$ cat src/rtl/pipe_ctrl.sv
// Pipeline hazard controller: redirects on taken branches/jumps, squashes the
// wrong-path instruction, and stalls the pipeline while a load/store waits for
// data memory, abandoning the access after TIMEOUT wait cycles.
//
// state    | meaning
// ---------+--------------------------------------------------------------
// RUN      | evaluate stage2_inst: issue memory request or take control flow
// MEM_WAIT | request outstanding; stall until ack or timeout
// BR_FLUSH | one cycle squashing the wrong-path instruction in stage 2
module pipe_ctrl #(
  parameter int unsigned TIMEOUT = 255
) (
  input  logic        clk,
  input  logic        rst,
  input  logic [31:0] stage2_inst,
  input  logic        BrEq,
  input  logic        BrLT,
  input  logic        dmem_ack,
  output logic        pc_sel,
  output logic        inst_kill,
  output logic        stall,
  output logic        dmem_req,
  output logic        mem_err,
  output logic [31:0] stall_cnt,
  output logic [15:0] flush_cnt
);

  typedef enum logic [1:0] {
    RUN      = 2'd0,
    MEM_WAIT = 2'd1,
    BR_FLUSH = 2'd2
  } state_t;

  // Timeout fires on the TIMEOUT-th wait cycle, i.e. when the counter of
  // previously elapsed wait cycles equals TIMEOUT-1.
  localparam logic [7:0] WAIT_LAST = 8'(TIMEOUT - 1);

  localparam logic [6:0] OP_BRANCH = 7'b1100011;
  localparam logic [6:0] OP_JAL    = 7'b1101111;
  localparam logic [6:0] OP_JALR   = 7'b1100111;
  localparam logic [6:0] OP_LOAD   = 7'b0000011;
  localparam logic [6:0] OP_STORE  = 7'b0100011;

  state_t      state_q, state_d;
  logic [7:0]  wait_cnt_q, wait_cnt_d;
  logic        mem_err_q, mem_err_d;
  logic [31:0] stall_cnt_q, stall_cnt_d;
  logic [15:0] flush_cnt_q, flush_cnt_d;

  logic [6:0]  opcode;
  logic [2:0]  funct3;
  logic        is_mem;
  logic        is_jump;
  logic        br_taken;
  logic        unused_inst_bits;

  assign opcode           = stage2_inst[6:0];
  assign funct3           = stage2_inst[14:12];
  assign unused_inst_bits = ^{stage2_inst[31:15], stage2_inst[11:7]};

  // Instruction decode and branch resolution for the stage-2 instruction.
  always_comb begin
    is_mem   = (opcode == OP_LOAD) || (opcode == OP_STORE);
    is_jump  = (opcode == OP_JAL) || (opcode == OP_JALR);
    br_taken = 1'b0;
    if (opcode == OP_BRANCH) begin
      case (funct3)
        3'b000:          br_taken = BrEq;
        3'b001:          br_taken = !BrEq;
        3'b100, 3'b110:  br_taken = BrLT;
        3'b101, 3'b111:  br_taken = !BrLT;
        default:         br_taken = 1'b0;
      endcase
    end
  end

  // Next-state, output strobes and counter updates.
  always_comb begin
    state_d    = state_q;
    wait_cnt_d = wait_cnt_q;
    mem_err_d  = mem_err_q;
    pc_sel     = 1'b0;
    inst_kill  = 1'b0;
    stall      = 1'b0;
    dmem_req   = 1'b0;

    case (state_q)
      RUN: begin
        if (is_mem) begin
          dmem_req   = 1'b1;
          stall      = 1'b1;
          wait_cnt_d = 8'd0;
          state_d    = MEM_WAIT;
        end else if (br_taken || is_jump) begin
          pc_sel  = 1'b1;
          state_d = BR_FLUSH;
        end
      end
      MEM_WAIT: begin
        // Ack takes priority over a coincident timeout.
        if (dmem_ack) begin
          state_d = RUN;
        end else if (wait_cnt_q == WAIT_LAST) begin
          mem_err_d = 1'b1;
          state_d   = RUN;
        end else begin
          stall      = 1'b1;
          wait_cnt_d = wait_cnt_q + 8'd1;
        end
      end
      BR_FLUSH: begin
        inst_kill = 1'b1;
        state_d   = RUN;
      end
      default: state_d = RUN;
    endcase

    // Strobes are forced quiet while reset is held.
    if (rst) begin
      pc_sel    = 1'b0;
      inst_kill = 1'b0;
      stall     = 1'b0;
      dmem_req  = 1'b0;
    end

    stall_cnt_d = stall_cnt_q;
    if (stall && (stall_cnt_q != 32'hFFFF_FFFF)) stall_cnt_d = stall_cnt_q + 32'd1;
    flush_cnt_d = flush_cnt_q;
    if (pc_sel && (flush_cnt_q != 16'hFFFF)) flush_cnt_d = flush_cnt_q + 16'd1;
  end

  // State and counter registers with synchronous reset.
  always_ff @(posedge clk) begin
    if (rst) begin
      state_q     <= RUN;
      wait_cnt_q  <= 8'd0;
      mem_err_q   <= 1'b0;
      stall_cnt_q <= 32'd0;
      flush_cnt_q <= 16'd0;
    end else begin
      state_q     <= state_d;
      wait_cnt_q  <= wait_cnt_d;
      mem_err_q   <= mem_err_d;
      stall_cnt_q <= stall_cnt_d;
      flush_cnt_q <= flush_cnt_d;
    end
  end

  assign mem_err   = mem_err_q;
  assign stall_cnt = stall_cnt_q;
  assign flush_cnt = flush_cnt_q;

endmodule

$ cat config.mk
export PLATFORM = sky130hd
export DESIGN_NAME = pipe_ctrl
export DESIGN_NICKNAME = d
export VERILOG_FILES = /design/src/rtl/pipe_ctrl.sv
export SDC_FILE = /design/constraint.sdc
export NUM_CORES = 1
export LEC_CHECK = 0
export CORE_MARGIN = 2
export CORE_UTILIZATION = 45
export DETAILED_ROUTE_END_ITERATION = 7
export PLACE_DENSITY = 0.82
export REMOVE_ABC_BUFFERS = 1
export SLEW_MARGIN = 20
export SYNTH_ARGS = -nofsm -noshare
export SYNTH_HDL_FRONTEND = slang
export SYNTH_SLANG_ARGS = --single-unit
$ cat constraint.sdc
create_clock -name clk -period 3.77 [get_ports clk]
set_input_delay 0.377 -clock clk [delete_from_list [all_inputs] [get_ports clk]]
set_output_delay 0.377 -clock clk [all_outputs]
set_load 0.02 [all_outputs]
Word-level counts from Yosys, hierarchy flattened
Index checks and enable logic that the tools add are counted.
Word-level totals
  register bits: 59
  bits of input ports: 37
  output and inout bits: 53
  logic and storage cells: 68
Operators by class
  $add $sub $neg: 3
  eq/ne operators: 20
  muxes and demuxes: 24
  bitwise operators: 1
  reduce and logical (&&, ||, !) cells: 15
Operator list (number)
  32-bit by 1-bit adder with 32-bit output (second input constant): 1
  32-bit != test (second input constant): 1
  8-bit 2-to-1 mux: 3
  7-bit equality test (second input constant): 3
  16-bit by 1-bit adder with 16-bit output (second input constant): 1
  16-bit != test (second input constant): 1
  8-bit case mux with 2 select lines: 1
  1-bit 2-to-1 mux: 13
  3-bit equality test (second input constant): 4
  8-bit by 1-bit adder with 8-bit output (second input constant): 1
  8-bit equality test (second input constant): 1
  2-bit 2-to-1 mux: 4
  7-bit by 2-bit equality test with 1-bit output (second input constant): 1
  7-bit by 6-bit equality test with 1-bit output (second input constant): 1
  2-bit != test (second input constant): 3
  3-bit != test (second input constant): 2
  1-bit case mux with 4 select lines: 1
  2-bit case mux with 2 select lines: 1
  4-bit AND reduction: 1
  2-bit OR reduction: 2
  3-bit by 1-bit equality test with 1-bit output (second input constant): 1
  3-bit zero test: 1
  1-bit logical OR: 3
  3-bit AND reduction: 1
  9 further kinds: 11

Depth between registers and ports, before layout
  depth after elaboration: 10
  depth in mapped cells: 9
  gate-level depth less buffers: 7

Worst setup path before layout
OpenSTA, ideal clock, no wires.
  kind: reg-to-reg
  start point: register stall_cnt_q[0], in the netlist stall_cnt[0]
  end point: register stall_cnt_q[28], in the netlist stall_cnt[28]
  arrival time: 2.151 ns
  required time: 3.700 ns
  slack: 1.549 ns
  cell stages (with the launch flop): 9
  cells stage by stage: dfxtp_1 -> ha_1 -> and2_1 -> buf_2 -> nand3_2 -> or3_4 -> buf_6 -> or4_1 -> a21oi_1
Between the ends
  cells in the longest elaborated chain, start to end: 2
Ends and longest elaborated chain
  from (decl): line 47  | logic [31:0] stall_cnt_q, stall_cnt_d;
  from (signal assigned): line 144  | stall_cnt_q <= stall_cnt_d;
  parallel branches: the longest is 2 deep, another holds 32-bit by 1-bit adder with 32-bit output
Several ways; the timed one is not identified.
A chain may end at the register's enable or synchronous reset.

Final worst setup path
  start point: register wait_cnt_q[0]
  end point: output port stall
Between the ends
  cells in the longest elaborated chain, start to end: 5
Ends and longest elaborated chain
  from (decl): line 45  | logic [7:0] wait_cnt_q, wait_cnt_d;
  from (signal assigned): line 142  | wait_cnt_q <= wait_cnt_d;
  8-bit equality test: line 103  | end else if (wait_cnt_q == WAIT_LAST) begin
  1-bit 2-to-1 mux: line 103
  1-bit 2-to-1 mux: line 101  | if (dmem_ack) begin
  1-bit case mux with 2 select lines: line 87  | case (state_q)
  1-bit 2-to-1 mux: line 119  | if (rst) begin
  to (decl): line 21  | output logic stall,
Every way passes these cells.

==> results.toml <==
[placement]
place.gp.congestion = 0.819
dp_hpwl_microns = 5780
port_buffers = 67
dpl_cell_area_sq_um = 3920
pre_cts_ws_ps = 866
dp.cells = 528

[worst_setup_path]
slowest_delay_ps = 550
worstSetupEndpointType = "output port"
reg2regPathDepth = 7
crit_arrival_ps = 2550
path_class = "flip-flop to output port"
reg2reg_to = "stall_cnt[19]"
worstPathRequired_ps = 3390
crit_slowest_cell = "clkdlybuf4s50_1"
path_delay_family = "compound AO/OA/AOI/OAI gates"
r2r_start = "stall_cnt[0]"
cp_common_cell = "inv_1"
cp-start-kind = "flip-flop"
path_cells = "inv_1, ha_1, nand3_1, o21a_1, o21ai_2, inv_1, clkdlybuf4s50_1"
rrSetupSlack_ps = 1280
path_buf_inv = 3
critical_path.max_fanout = 17

[die]
start_util_pct = 46.7
dieArea_sq_um = 7780
design.core.area_sq_um = 6830
floorplan.rows = 30
dieWidth_microns = 88.2
die_h_microns = 88.2
io_pins = 90

[sta]
fin_ws_ps = 839
maxSlewHeadroom_pct = 30.8
grt_setup_unrepaired = "no"
worst_slew_pin_slew_ps = 1030
max_freq_mhz = 341
tns_ps = 0
skew_ps = 9.29
fin_crit_sh_pct = 77.7
final-hold-violation-count = 0
period_needed_ps = 2930
finalMaxSlewViolations = 0
setup-violations-final = 0

[drt]
vias = 3211
drtAntennaViolNets = 0
dr.pass1.iters = 4
drtIter0Drc = 182
routed_wl_microns = 8300
viasPerCell = 5.91
wl_per_cell_microns = 15.3
route.detailed.drc = 0

[worst_hold_path]
hp-start = "rst"
hp-class = "primary input to flip-flop"
hold-path-cell-count = 2
hold_path_end = "mem_err"

[finish]
finalInstanceArea_sq_um = 4080
ff_latch_area_sq_um = 1180
multi_input_area_sq_um = 1860
stdcell_count = 543
fillers = 615
area_delta_synth_final_pct = 27.8
drive_gt1_share_pct = 8.07
nNetsFinal = 484

[cts]
cts_resized = 0
root_buffer = "clkbuf_8"
cts_made_buffers = 9
clkLatencyLatePin_ps = 350
cts_num_sinks = 59
cts_tree = "built"
postCtsHoldBufs = 0
clk_pin_slew_worst_paths_ps = 70
htree_levels = 3
cts_buffer_depth = 2
postCtsSetupRepairBufs = 0

[run_status]
run_status = "completed"

[synth]
synth_warnings = 0
synth_area_sq_um = 3190
ys_seq_area_share_pct = 37.0
synth_cells = 380
synth_common_cells = "dfxtp_1 (59), a21oi_1 (35), nor2_1 (30)"
synthArstFlopShare_pct = 0
yosysTopAreaCellShare_pct = 37.0
synth.distinct_cells = 55
avgSynthCellArea_sq_um = 8.39
synth_edf_count = 0
synthFlopType = "dfxtp_1"
ys_seq_elements = 59
synthMostInstantiatedCell = "dfxtp_1"
synthTopCellsByArea = "dfxtp_1 (37%), or4_1 (6.1%), a21oi_1 (5.5%)"
yosys.area.top_type = "dfxtp_1"

[global_route]
antenna_found_initial = 0
gr-total-overflow = 0
grt_pass1_vias = 2915
track_usage_pct = 21.8
grt_max_degree = 31
grt_pass1_wl_microns = 13600

[pwr]
power_density_nw_per_um2 = 280
peakVddDrop_v = 0.000192
power_leakage_nw = 1.29
p_total_mw = 1.14

[job]
maxCapViolCount = 0
[stage by stage]
stage,hold slack [ps],utilization (%)
5_1_grt,507,59.6
6_report,475,59.7
4_1_cts,457,59.6
3_5_place_dp,479,57.4
3_3_place_gp,468,57.4
2_1_floorplan,446,-
[state kept, by name, summed over array words and instances (netlist names)]
| name | flops |
|---|---|
| state_q | 2 |
| mem_err | 1 |
| flush_cnt | 16 |
| stall_cnt | 32 |
| wait_cnt_q | 8 |
[where the power goes]
group          switching [mW]  total [mW]  internal, mW
registers            0.000704       0.624         0.624
logic                  0.0221      0.0410        0.0189
clock network           0.245       0.474         0.229
total                   0.268        1.14         0.871
[cell type report]
cell class                 instances  area share [%]
antenna                            1          0.0614
clock buffer                      11            3.22
clock inverter                     3           0.430
inverter                          13            1.20
multi-input combinational        287            45.7
sequential                        59            29.0
tap                               96            2.95
timing repair buffer              73            17.4
[cells by family (layout without fill, tap and decap cells)]
family | after synthesis | count (layout) | share of synthesized area (%)
and+or+nand+nor | 176 | 176 | 33.1
xor gates and xnor gates | 6 | 6 | 1.65
adders and majority gates | 4 | 4 | 1.57
other | 0 | 1 | 0
AOI/OAI and AO/OA | 93 | 93 | 19.2
muxes | 8 | 8 | 2.82
buffers and inverters | 34 | 100 | 4.67
DFF | 59 | 59 | 37.0
[worst reg2reg max path: stages, from the launching register on]
cell	delay, ps
dfxtp_1	410
ha_1	180
and2_1	310
nand3_2	160
nor4_4	790
buf_4	320
or4_1	140
a21oi_1	60
[routing by layer]
metal	part of all wire, %	global-route usage (%)
met1	46	28.3
met3	4.4	4.43
met2	48	34.7
met5	0	0
met4	1.7	10.6
[worst max path at each step]
stage / start / cells after the start / end
detailed placement: stage2_inst[1] / 6 / stall
global placement: stage2_inst[1] / 6 / stall
floorplan: wait_cnt_q[0] / 6 / stall
global route: wait_cnt_q[0] / 7 / stall
finish: wait_cnt_q[0] / 7 / stall
CTS: stage2_inst[1] / 6 / stall
[cell usage in the layout (no fill, tap or decap), drive strengths merged, types with 3 or more instances in the layout]
master,n
nor2,30
dfxtp,59
nand2,23
inv,13
clkbuf,11
xor2,3
nor4,11
clkdlybuf4s50,66
a21oi,35
o31ai,23
or4,27
and4,5
o41ai,6
nor3b,3
nand3,22
mux2,8
nand4,19
nor3,3
o311ai,6
xnor2,3
nor2b,6
buf,7
and2,4
and3,7
o21ai,9
ha,4
or3,7
No activity file was read; power rests on OpenSTA's default activity.
